$ cat src/rtl/cpu54_pkg.sv
// Shared ISA constants for the cpu54 core: immediate extension classes plus
// the opcode/funct codes used by the control unit and the immediate stage.
package cpu54_pkg;

    typedef enum logic [2:0] {
        IMM_NONE   = 3'd0,
        IMM_SEXT16 = 3'd1,
        IMM_ZEXT16 = 3'd2,
        IMM_LUI    = 3'd3,
        IMM_SEXT18 = 3'd4,
        IMM_ZEXT5  = 3'd5,
        IMM_JUMP   = 3'd6
    } imm_kind_t;

    localparam logic [5:0] OP_SPECIAL = 6'h00;
    localparam logic [5:0] OP_REGIMM  = 6'h01;
    localparam logic [5:0] OP_J       = 6'h02;
    localparam logic [5:0] OP_JAL     = 6'h03;
    localparam logic [5:0] OP_BEQ     = 6'h04;
    localparam logic [5:0] OP_BNE     = 6'h05;
    localparam logic [5:0] OP_BLEZ    = 6'h06;
    localparam logic [5:0] OP_BGTZ    = 6'h07;
    localparam logic [5:0] OP_ADDI    = 6'h08;
    localparam logic [5:0] OP_ADDIU   = 6'h09;
    localparam logic [5:0] OP_SLTI    = 6'h0A;
    localparam logic [5:0] OP_SLTIU   = 6'h0B;
    localparam logic [5:0] OP_ANDI    = 6'h0C;
    localparam logic [5:0] OP_ORI     = 6'h0D;
    localparam logic [5:0] OP_XORI    = 6'h0E;
    localparam logic [5:0] OP_LUI     = 6'h0F;
    localparam logic [5:0] OP_LB      = 6'h20;
    localparam logic [5:0] OP_LH      = 6'h21;
    localparam logic [5:0] OP_LW      = 6'h23;
    localparam logic [5:0] OP_LBU     = 6'h24;
    localparam logic [5:0] OP_LHU     = 6'h25;
    localparam logic [5:0] OP_SB      = 6'h28;
    localparam logic [5:0] OP_SH      = 6'h29;
    localparam logic [5:0] OP_SW      = 6'h2B;

    localparam logic [5:0] FN_SLL     = 6'h00;
    localparam logic [5:0] FN_SRL     = 6'h02;
    localparam logic [5:0] FN_SRA     = 6'h03;

endpackage

$ cat src/rtl/imm_ext_decode.sv
// Combinational classify-and-extend of one instruction word into its
// immediate class and 32-bit extended value.
module imm_ext_decode
    import cpu54_pkg::*;
(
    input  logic [31:0] instr,
    output imm_kind_t   immKind,
    output logic [31:0] immValue
);

    logic [5:0]  opcode;
    logic [5:0]  funct;
    logic [15:0] imm16;

    assign opcode = instr[31:26];
    assign funct  = instr[5:0];
    assign imm16  = instr[15:0];

    always_comb begin
        immKind  = IMM_NONE;
        immValue = 32'd0;
        case (opcode)
            OP_ADDI, OP_ADDIU, OP_SLTI, OP_SLTIU,
            OP_LB, OP_LBU, OP_LH, OP_LHU, OP_LW,
            OP_SB, OP_SH, OP_SW: begin
                immKind  = IMM_SEXT16;
                immValue = {{16{imm16[15]}}, imm16};
            end
            OP_ANDI, OP_ORI, OP_XORI: begin
                immKind  = IMM_ZEXT16;
                immValue = {16'd0, imm16};
            end
            OP_LUI: begin
                immKind  = IMM_LUI;
                immValue = {imm16, 16'd0};
            end
            OP_BEQ, OP_BNE, OP_BLEZ, OP_BGTZ, OP_REGIMM: begin
                immKind  = IMM_SEXT18;
                immValue = {{14{imm16[15]}}, imm16, 2'b00};
            end
            OP_J, OP_JAL: begin
                // Upper PC nibble is merged in EX; only the word offset is formed here.
                immKind  = IMM_JUMP;
                immValue = {4'd0, instr[25:0], 2'b00};
            end
            OP_SPECIAL: begin
                if (funct == FN_SLL || funct == FN_SRL || funct == FN_SRA) begin
                    immKind  = IMM_ZEXT5;
                    immValue = {27'd0, instr[10:6]};
                end
            end
            default: begin
                immKind  = IMM_NONE;
                immValue = 32'd0;
            end
        endcase
    end

endmodule

$ cat src/rtl/imm_ext_stage.sv
// ID/EX immediate stage: decodes the immediate and registers it toward EX
// through a main entry plus one skid entry so id_ready stays a register.
module imm_ext_stage
    import cpu54_pkg::*;
(
    input  logic        clk,
    input  logic        rst_n,
    input  logic [31:0] instr,
    input  logic        id_valid,
    output logic        id_ready,
    input  logic        flush,
    input  logic        ex_ready,
    output logic        ex_valid,
    output logic [31:0] imm_out,
    output logic [2:0]  imm_kind
);

    imm_kind_t   decKind;
    logic [31:0] decImm;

    imm_ext_decode uDecode (
        .instr    (instr),
        .immKind  (decKind),
        .immValue (decImm)
    );

    logic        mValid, mValidNext;
    imm_kind_t   mKind, mKindNext;
    logic [31:0] mImm, mImmNext;
    logic        sValid, sValidNext;
    imm_kind_t   sKind, sKindNext;
    logic [31:0] sImm, sImmNext;
    logic        idReadyReg;
    logic        accept;

    assign accept = id_valid && idReadyReg;

    always_comb begin
        mValidNext = mValid;
        mKindNext  = mKind;
        mImmNext   = mImm;
        sValidNext = sValid;
        sKindNext  = sKind;
        sImmNext   = sImm;
        if (flush) begin
            mValidNext = 1'b0;
            sValidNext = 1'b0;
        end else if (!mValid || ex_ready) begin
            if (sValid) begin
                // Skid entry is older than anything arriving now, so it advances first.
                mValidNext = 1'b1;
                mKindNext  = sKind;
                mImmNext   = sImm;
                sValidNext = accept;
                if (accept) begin
                    sKindNext = decKind;
                    sImmNext  = decImm;
                end
            end else begin
                mValidNext = accept;
                sValidNext = 1'b0;
                if (accept) begin
                    mKindNext = decKind;
                    mImmNext  = decImm;
                end
            end
        end else if (accept) begin
            sValidNext = 1'b1;
            sKindNext  = decKind;
            sImmNext   = decImm;
        end
    end

    always_ff @(posedge clk or negedge rst_n) begin
        if (!rst_n) begin
            mValid     <= 1'b0;
            mKind      <= IMM_NONE;
            mImm       <= 32'd0;
            sValid     <= 1'b0;
            sKind      <= IMM_NONE;
            sImm       <= 32'd0;
            idReadyReg <= 1'b1;
        end else begin
            mValid     <= mValidNext;
            mKind      <= mKindNext;
            mImm       <= mImmNext;
            sValid     <= sValidNext;
            sKind      <= sKindNext;
            sImm       <= sImmNext;
            idReadyReg <= !sValidNext;
        end
    end

    assign id_ready = idReadyReg;
    assign ex_valid = mValid;
    assign imm_out  = mImm;
    assign imm_kind = mKind;

endmodule

$ cat config.mk
export PLATFORM = sky130hd
export DESIGN_NAME = imm_ext_stage
export DESIGN_NICKNAME = d
export VERILOG_FILES = /design/src/rtl/cpu54_pkg.sv /design/src/rtl/imm_ext_decode.sv /design/src/rtl/imm_ext_stage.sv
export SDC_FILE = /design/constraint.sdc
export NUM_CORES = 1
export LEC_CHECK = 0
export CAP_MARGIN = 20
export CORE_ASPECT_RATIO = 0.75
export CORE_UTILIZATION = 35
export CTS_BUF_LIST = sky130_fd_sc_hd__clkbuf_4 sky130_fd_sc_hd__clkbuf_8 sky130_fd_sc_hd__clkbuf_16
export CTS_CLUSTER_DIAMETER = 150
export CTS_CLUSTER_SIZE = 10
export DETAILED_ROUTE_END_ITERATION = 6
export SYNTH_ARGS = -nofsm -noshare
export SYNTH_HDL_FRONTEND = slang
export SYNTH_SLANG_ARGS = --single-unit
$ cat constraint.sdc
create_clock -name clk -period 1.7 [get_ports clk]
set_clock_uncertainty 0.2 [all_clocks]
set_input_delay 0.34 -clock clk [delete_from_list [all_inputs] [get_ports clk]]
set_output_delay 0.34 -clock clk [all_outputs]
set_load 0.02 [all_outputs]
==> results.json <==
{
  "status": "complete, but fails checks",
  "failed_checks": "negative setup slack",
  "layout.cells.most_common_list": "dfrtp_1 (72), buf_4 (53), dlygate4sd2_1 (37)",
  "cp_endpoint": "sImm[17]$_DFFE_PN0P_",
  "path_clk_slew_ns": 0.06,
  "route.detailed.vias_per_inst": 5.61,
  "final_hold_fails": 0,
  "endpoint_kind": "flip-flop",
  "holdCritStartpoint": "instr[2]",
  "setup_ws_ns": -0.185,
  "synth_cells": 374,
  "globalplace.congestion": 0.814,
  "wl_per_cell_um": 20.3,
  "synth_flop_cell": "dfrtp_1",
  "power_mw": 5.65,
  "share_of_power_burned_in_combinational_logic": 0.264,
  "startpoint": "id_ready$_DFF_PN1_",
  "seq_area_frac_synth": 0.523,
  "setup.worst_path.class": "reg -> reg",
  "power_switching_share": 0.298,
  "dr.pass1.iters": 5,
  "slew_at_the_pin_closest_to_its_max_slew_limit_ns": 0.445,
  "synth_top_area_share": 0.516,
  "tritoncts_clock_tree": "built",
  "power_per_cell_area_nw_per_um2": 893,
  "number_of_endpoints_failing_setup_at_the_final_stage": 67,
  "p_switching_mw": 1.69,
  "floorplan.initialDensity": 0.360,
  "worst_r2r_endpoint": "sImm[17]$_DFFE_PN0P_",
  "tritoncts.num_buffers": 9,
  "grt_pass1_vias": 3770,
  "total_die_area_um2": 10400,
  "die_width_um": 117,
  "placementRows": 31,
  "fraction_of_power_consumed_by_the_clock_network": 0.343,
  "clock_sink_count": 73,
  "drv_slew": 0,
  "detailedRoute.firstIterationViolations": 292,
  "yosys_warnings": 0,
  "synth_async_sr_flop_share": 1.00,
  "hold_class": "in -> reg",
  "maxCapViolCount": 0,
  "p_leak_nw": 2.78,
  "arrival_ns": 1.89,
  "period_share": 1.11,
  "syn-num-nets": 411,
  "drc": 0,
  "remaining_global_route_overflow": 0,
  "syn_avg_cell_area_um2": 9.34,
  "seq_power_share": 0.393,
  "yosys-top-cells-area": "dfrtp_1 (52%), nand2_1 (6.9%), o21ai_0 (6.0%)",
  "cts_buffer_depth": 2,
  "final_period_minus_worst_setup_slack_ns": 1.88,
  "grt_first_pass_wirelength_mm": 20.7,
  "grt_setup_unrepaired": "yes",
  "worst_skew_late_latency_ns": 0.33,
  "clk_root_buf": "clkbuf_16",
  "htreeDepth": 3,
  "synth_edf_count": 0,
  "relSlewSlack": 0.702,
  "initial_antenna_violation_count": 0,
  "reg2reg_depth": 6,
  "num-fill-cells": 746,
  "number_of_register_bits_inferred_by_synthesis": 73,
  "yosysUniqueCellTypes": 42,
  "floorplan.core_area_um2": 9700,
  "area_growth_syn_to_layout_pct": 81.1,
  "io-pin-count": 74,
  "grt_max_degree": 74,
  "upper_clock_frequency_limit_mhz": 531,
  "reg_to_reg_critical_path_startpoint": "id_ready$_DFF_PN1_",
  "synthesis.area_um2": 3490,
  "insertedDiodeCount": 0,
  "synthDominantAreaCellType": "dfrtp_1",
  "max-vdd-ir-drop_mv": 0.512,
  "rrSetupSlack_ns": -0.18,
  "timing.critical_path.fanout_max": 7,
  "num-nets-final": 558,
  "die-height_um": 88.5,
  "required_arrival_time_at_the_worst_endpoint_ns": 1.70,
  "critical_path.startpoint_type": "flip-flop",
  "worst_hold_slack_ns": 0.242,
  "most_frequent_standard_cell_in_the_layout_excluding_fill_and_tap_cells": "dfrtp_1",
  "dpl.hpwl_mm": 7.53,
  "grt.total_usage": 0.266,
  "p_int_mw": 3.96,
  "drt_wl_total_mm": 13.3,
  "routed-via-count": 3680,
  "postRouteAntennaNets": 0,
  "io_buffers": 73,
  "drive_gt1_frac": 0.448
}
## power groups by stage
stage          combinational [mW]  clock (mW)  sequential (mW)
3_5_place_dp                 1.18           0             2.18
4_1_cts                      1.35        1.96             2.16
6_report                     1.49        1.94             2.22
3_3_place_gp                 1.16           0             2.16
5_1_grt                      1.60        2.03             2.24
2_1_floorplan               0.432           0             2.29
## synth_stat cells (2+ instances only)
cell and count:
a21oi_1 29, a22oi_1 13, a221oi_1 13, buf_4 5
o21ai_0 42, buf_2 5, a22o_1 3, or3_1 3
o22ai_1 2, nor4_1 2, nand3_1 22, nor2_1 10
o21bai_1 2, nand2b_1 3, and3_1 2, inv_1 7
nand2_1 64, o21ai_1 3, dfrtp_1 72, clkbuf_1 21
nor3_1 5, nor2b_1 5, o211ai_1 22
## worst max-delay path, cell delays in order, from the launching register on
cell and delay [ns]:
dfstp_2 0.55, nand2_2 0.06, or3_4 0.46, buf_6 0.16, buf_12 0.14, a21oi_4 0.11
a21oi_2 0.07
## registers in the layout, summed over array words and instances, names as in the netlist
name      flops
imm_out      32
sImm         32
imm_kind      3
sKind         3
ex_valid      1
id_ready      1
sValid        1
## layer usage
layer / vias to the layer above / routed length [um] / GRT usage
li1: 1674 / - / -
met1: 1842 / 5780 / 0.342
met2: 141 / 6460 / 0.448
met3: 23 / 877 / 0.0657
met4: 0 / 218 / 0.0862
met5: - / 0 / 0
## what timing repair did
| item | in CTS | in global routing |
|---|---|---|
| resized for setup | 186 | 85 |
| cloned | 16 | 1 |
| endpoints found under the hold margin | 72 | 0 |
| hold buffers | 1 | 0 |
| buffers inserted | 12 | 7 |
| pin swaps | 44 | 32 |
| setup endpoints to repair | 107 | 71 |
## how the worst min path moves through the flow
| stage | slack (ns) | cells after the start | end |
|---|---|---|---|
| after floorplan | -0.16 | 0 | ex_valid$_DFFE_PN0P_ |
| after global placement | 0.20 | 2 | imm_out[25]$_DFFE_PN0P_ |
| after detailed placement | 0.21 | 2 | imm_out[25]$_DFFE_PN0P_ |
| after CTS | 0.28 | 2 | sImm[9]$_DFFE_PN0P_ |
| after global routing | 0.26 | 4 | sImm[2]$_DFFE_PN0P_ |
| final | 0.24 | 4 | sImm[2]$_DFFE_PN0P_ |
## cell type report
class,instances,area [um2],area share
clock buffer,12,267,0.0421
clock inverter,2,37.5,0.00593
inverter,7,26.3,0.00415
multi-input combinational,262,2140,0.339
sequential,73,1830,0.289
tap,132,165,0.0261
timing repair buffer,168,1860,0.294
## cells by family after synthesis
logic type | Yosys count | share of synthesized area
DFF | 73 | 0.523
AOI/OAI and AO/OA | 134 | 0.241
and+or+nand+nor | 127 | 0.182
adders and majority gates | 1 | 0.00286
buffers and inverters | 39 | 0.0512
## metrics by stage
step	setup TNS (ns)	worst slack (ns)	instances	util	instance area, um2
after floorplan	-6.81	-0.175	374	-	3680
after global placement	-43.88	-0.742	609	0.504	4890
after detailed placement	-46.28	-0.753	609	0.504	4890
after CTS	-6.12	-0.179	652	0.621	6020
after global routing	-11.10	-0.254	656	0.653	6330
final	-7.49	-0.185	656	0.653	6330
(Power assumes the default switching activity.)
